`config.mk`:
```
export PLATFORM = sky130hd
export DESIGN_NAME = swap_reg_bank
export DESIGN_NICKNAME = d
export VERILOG_FILES = /design/src/rtl/swap_reg_bank.sv
export SDC_FILE = /design/constraint.sdc
export NUM_CORES = 1
export LEC_CHECK = 0
export BUFFER_PORTS_ARGS = -buffer_cell sky130_fd_sc_hd__buf_2
export CAP_MARGIN = 0
export CORE_MARGIN = 8
export CORE_UTILIZATION = 45
export CTS_CLUSTER_SIZE = 28
export DETAILED_ROUTE_END_ITERATION = 10
export GPL_TIMING_DRIVEN = 1
export PLACE_DENSITY = 0.69
export RECOVER_POWER = 50
export SLEW_MARGIN = 10
export SYNTH_ARGS = -nofsm -noshare
export SYNTH_HDL_FRONTEND = slang
export SYNTH_SLANG_ARGS = --single-unit
```
`constraint.sdc`:
```
create_clock -name clk -period 3.5 [get_ports clk]
set_input_delay 0.7 -clock clk [delete_from_list [all_inputs] [get_ports clk]]
set_output_delay 0.7 -clock clk [all_outputs]
set_load 0.005 [all_outputs]
```
`src/rtl/swap_reg_bank.sv`:
```
// rtl/swap_reg_bank.sv - NREG x WIDTH register bank: load/inc/dec/swap/copy/clr, falling-edge state
// Define SWAP_REG_SAT_EN to make INC/DEC saturate instead of wrapping.
module swap_reg_bank #(
    parameter int WIDTH   = 18,
    parameter int NREG    = 4,
    parameter int AW      = 2,
    parameter int RST_VAL = 4
) (
    input  logic                   clk,
    input  logic                   rst,
    input  logic                   en,
    input  logic [2:0]             op,
    input  logic [AW-1:0]          sel_a,
    input  logic [AW-1:0]          sel_b,
    input  logic [WIDTH-1:0]       bus_in,
    output logic [WIDTH-1:0]       rd_a,
    output logic [NREG*WIDTH-1:0]  regs_flat,
    output logic                   zero,
    output logic                   carry,
    output logic                   ack,
    output logic                   err
);

    localparam logic [2:0] OP_NOP  = 3'd0;
    localparam logic [2:0] OP_LOAD = 3'd1;
    localparam logic [2:0] OP_INC  = 3'd2;
    localparam logic [2:0] OP_DEC  = 3'd3;
    localparam logic [2:0] OP_SWAP = 3'd4;
    localparam logic [2:0] OP_CLR  = 3'd5;
    localparam logic [2:0] OP_COPY = 3'd6;
    localparam logic [2:0] OP_RSVD = 3'd7;

    localparam logic [WIDTH-1:0] RST_W = WIDTH'(RST_VAL);

    logic [NREG-1:0][WIDTH-1:0] regs;
    logic [WIDTH-1:0]           rd_b;
    logic [WIDTH-1:0]           wdata;
    logic [WIDTH:0]             inc_sum;
    logic [WIDTH:0]             dec_diff;
    logic                       carry_next;
    logic                       a_ok;
    logic                       b_ok;
    logic                       needs_b;
    logic                       accept;
    logic                       reject;

    // Select decode doubles as the range check, so NREG need not be a power of two.
    always_comb begin
        rd_a = '0;
        rd_b = '0;
        a_ok = 1'b0;
        b_ok = 1'b0;
        for (int i = 0; i < NREG; i++) begin
            if (sel_a == AW'(i)) begin
                rd_a = regs[i];
                a_ok = 1'b1;
            end
            if (sel_b == AW'(i)) begin
                rd_b = regs[i];
                b_ok = 1'b1;
            end
        end
    end

    assign inc_sum  = {1'b0, rd_a} + (WIDTH+1)'(1);
    assign dec_diff = {1'b0, rd_a} - (WIDTH+1)'(1);

    always_comb begin
        wdata      = rd_a;
        carry_next = carry;
        case (op)
            OP_LOAD: wdata = bus_in;
            OP_INC: begin
                wdata      = inc_sum[WIDTH-1:0];
                carry_next = inc_sum[WIDTH];
`ifdef SWAP_REG_SAT_EN
                if (inc_sum[WIDTH]) wdata = rd_a;
`endif
            end
            OP_DEC: begin
                wdata      = dec_diff[WIDTH-1:0];
                carry_next = dec_diff[WIDTH];
`ifdef SWAP_REG_SAT_EN
                if (dec_diff[WIDTH]) wdata = rd_a;
`endif
            end
            OP_SWAP, OP_COPY: wdata = rd_b;
            OP_CLR:           wdata = '0;
            default:          wdata = rd_a;
        endcase
    end

    assign needs_b = (op == OP_SWAP) || (op == OP_COPY);
    assign accept  = en && (op != OP_NOP) && (op != OP_RSVD) && a_ok && (!needs_b || b_ok);
    assign reject  = en && (op != OP_NOP) && !accept;

    always_ff @(negedge clk) begin
        if (!rst) begin
            regs  <= {NREG{RST_W}};
            carry <= 1'b0;
            ack   <= 1'b0;
            err   <= 1'b0;
        end else begin
            ack <= accept;
            err <= reject;
            if (accept) begin
                carry <= carry_next;
                // sel_a wins on SWAP a==b, which writes back the same value.
                for (int i = 0; i < NREG; i++) begin
                    if (sel_a == AW'(i))
                        regs[i] <= wdata;
                    else if (op == OP_SWAP && sel_b == AW'(i))
                        regs[i] <= rd_a;
                end
            end
        end
    end

    assign regs_flat = regs;
    assign zero      = (rd_a == '0);

endmodule

```
==> impl_metrics.ini <==
[timing]
holdWs_ps = 582
layout_setup_ws_ps = -1470
clock_skew_ps = 54.6
max_slew.worst_pin.slew_ps = 978
slew-limit-headroom = 0.346
report.final.hold_viol_count = 0
rsz0062_at_grt = yes
setup_viol = 105
finalMaxSlewViolations = 0

[worst_hold_path]
hold_class = flop to flop

[power]
p_int_mw = 2.22
ir_worst_vdd_mv = 0.326
sequentialPowerShare = 0.239
clkPwrFrac = 0.410
p_leak_nw = 5.82
swShare = 0.410
p_sw_mw = 1.54
p_per_area_nw_per_um2 = 294
p_total_mw = 3.76
comb_power_share = 0.351

[clock_tree]
ctsHoldBuffers = 0
clock_latency_ps = 470
tritoncts = yes
cts_sinks = 75
cts_buffer_depth = 2
cts_buffers = 9
ctsRootBufferMaster = clkbuf_16
clk_pin_slew_ps = 50
htree_levels = 3

[grt]
grt_first_pass_wirelength_um = 58400
track_usage = 0.384
grt_pass1_vias = 10300
grt_overflow_total = 0
grt_max_degree = 20
antenna_found_initial = 2

[setup_path]
rrSetupSlack_ps = 690
cp-start-kind = flop
end_kind = output port
path_max_fanout = 4
critPathArrivalTime_ps = 4270
cp_data_required_time_ps = 2800
crit_type = flop to output port

[route]
dr.pass1.iters = 8
routed_wl_um = 47300
drc = 0
vias = 11700
first_iter_violations = 2329
routedWlPerCell_um = 29.8
routed_via_density = 7.36
postRouteAntennaNets = 0

[synthesis]
synth_top_flop_cell = dfxtp_1
syn_area_sq_um = 6710
synth_nets = 890
syn_inst = 860
ys_types = 88
synth_edf_count = 0
yosysSeqAreaShare = 0.224
synthArstFlopShare = 0
yosysWarnings = 0
synth-seq-cells = 75
syn_avg_cell_area_sq_um = 7.81

[cells_and_area]
layout_common_cells = 288 x buf_4, 100 x buf_2, 92 x buf_6
finish.utilization = 0.880
final_nets = 1429
layout-drive-gt1-share = 0.563
area_delta_synth_final_pct = 90.6
final_common_cell = buf_4
multiInputGateArea_sq_um = 6060
nFillCells = 703
diodes = 0
seq_area_sq_um = 1530

[place]
dp_hpwl_um = 26400
dp_slack_ps = -1800
gp_congestion = 1.04
io_buffer_count = 121

[floorplan]
core_sq_um = 14500
die-area_sq_um = 19100
io_pins = 122
initial_core_util = 0.462
die_w_um = 138
row_count = 44
die_height_um = 138

[job]
maxCapViolations = 0

[outcome]
status = finished with violations
violations = setup timing
==> registers in the layout (all words and copies together) (netlist names) <==
signal     count
carry          1
err            1
ack            1
regs_flat     72
==> critical path, cell delays in order (launching register included) <==
cell and delay [ps]:
dfxtp_2 320, mux4_2 570, inv_2 190, ha_4 210, o211a_4 200, buf_4 130
nand3_4 100, buf_6 130, nor3_2 100, buf_2 140
==> path summary, 6_finish.rpt <==
path / end / startpoint / cells past startpoint
hold / removal: regs_flat[27]$_SDFFE_NN0P_ / regs_flat[27]$_SDFFE_NN0P_ / 3
hold reg to reg: regs_flat[27]$_SDFFE_NN0P_ / regs_flat[27]$_SDFFE_NN0P_ / 3
setup reg to reg: regs_flat[3]$_SDFFE_NN0P_ / regs_flat[20]$_SDFFE_NN1P_ / 13
setup / recovery: zero / regs_flat[19]$_SDFFE_NN0P_ / 9
==> cell usage after synthesis (10+ instances only) <==
| cell | n | area share |
|---|---|---|
| o211ai_1 | 25 | 0.028 |
| dfxtp_1 | 75 | 0.22 |
| o31ai_1 | 10 | 0.011 |
| nand2_1 | 88 | 0.049 |
| mux4_2 | 32 | 0.11 |
| a211oi_1 | 12 | 0.013 |
| o21ai_0 | 57 | 0.042 |
| nor3_1 | 19 | 0.014 |
| inv_1 | 14 | 0.0078 |
| mux2i_1 | 20 | 0.030 |
| clkbuf_1 | 54 | 0.030 |
| mux2_2 | 11 | 0.018 |
| buf_2 | 12 | 0.0089 |
| nor2_1 | 96 | 0.054 |
| nand3_1 | 27 | 0.020 |
| a21o_1 | 11 | 0.012 |
| a21oi_1 | 67 | 0.050 |
| o221ai_1 | 12 | 0.016 |
==> layout make-up <==
| class | instances | share of cell area |
|---|---|---|
| Tap cell | 184 | 0.0180 |
| Clock inverter | 82 | 0.0307 |
| Multi-Input combinational cell | 687 | 0.474 |
| Inverter | 16 | 0.00548 |
| Timing Repair Buffer | 535 | 0.335 |
| Clock buffer | 9 | 0.0176 |
| Sequential cell | 75 | 0.120 |
==> logic make-up after synthesis <==
kind of cell | Yosys count | share of synthesized area
fa+ha+maj | 2 | 0.00373
compound gates | 299 | 0.309
simple gates | 311 | 0.224
buf+inv | 98 | 0.0637
mux | 65 | 0.163
flops | 75 | 0.224
xor+xnor | 10 | 0.0130
==> layer usage <==
metal / vias up / track usage / wire [um]
met1: 5343 / 0.470 / 15300
met2: 1428 / 0.563 / 19100
met3: 540 / 0.141 / 8150
met4: 2 / 0.237 / 4760
met5: - / 0 / 12
li1: 4378 / - / -
==> power by group through the flow <==
stage	Combinational, mW	Sequential, mW	Clock [mW]
global route	1.33	0.899	1.62
detailed placement	0.895	0.907	0.132
finish	1.32	0.900	1.54
global placement	0.889	0.907	0.132
CTS	1.06	0.897	1.48
floorplan	0.440	0.918	0.132
==> what timing repair did <==
| action | 4_1_cts | 5_1_grt |
|---|---|---|
| endpoints found under the hold margin | 0 | 0 |
| gates cloned | 1 | 0 |
| resized for setup | 206 | 172 |
| pin swaps | 93 | 105 |
| endpoints found under the setup margin | 92 | 99 |
| buffers inserted | 71 | 52 |
==> stage by stage <==
step / std cells / area [sq um] / setup TNS [ps]
final: 1588 / 12800 / -95800
after global routing: 1588 / 12800 / -97850
after CTS: 1560 / 12000 / -80840
after detailed placement: 1406 / 9920 / -123070
after global placement: 1406 / 9920 / -118960
after floorplan: 860 / 7010 / -80560
Power figures use the tool's default switching activity.
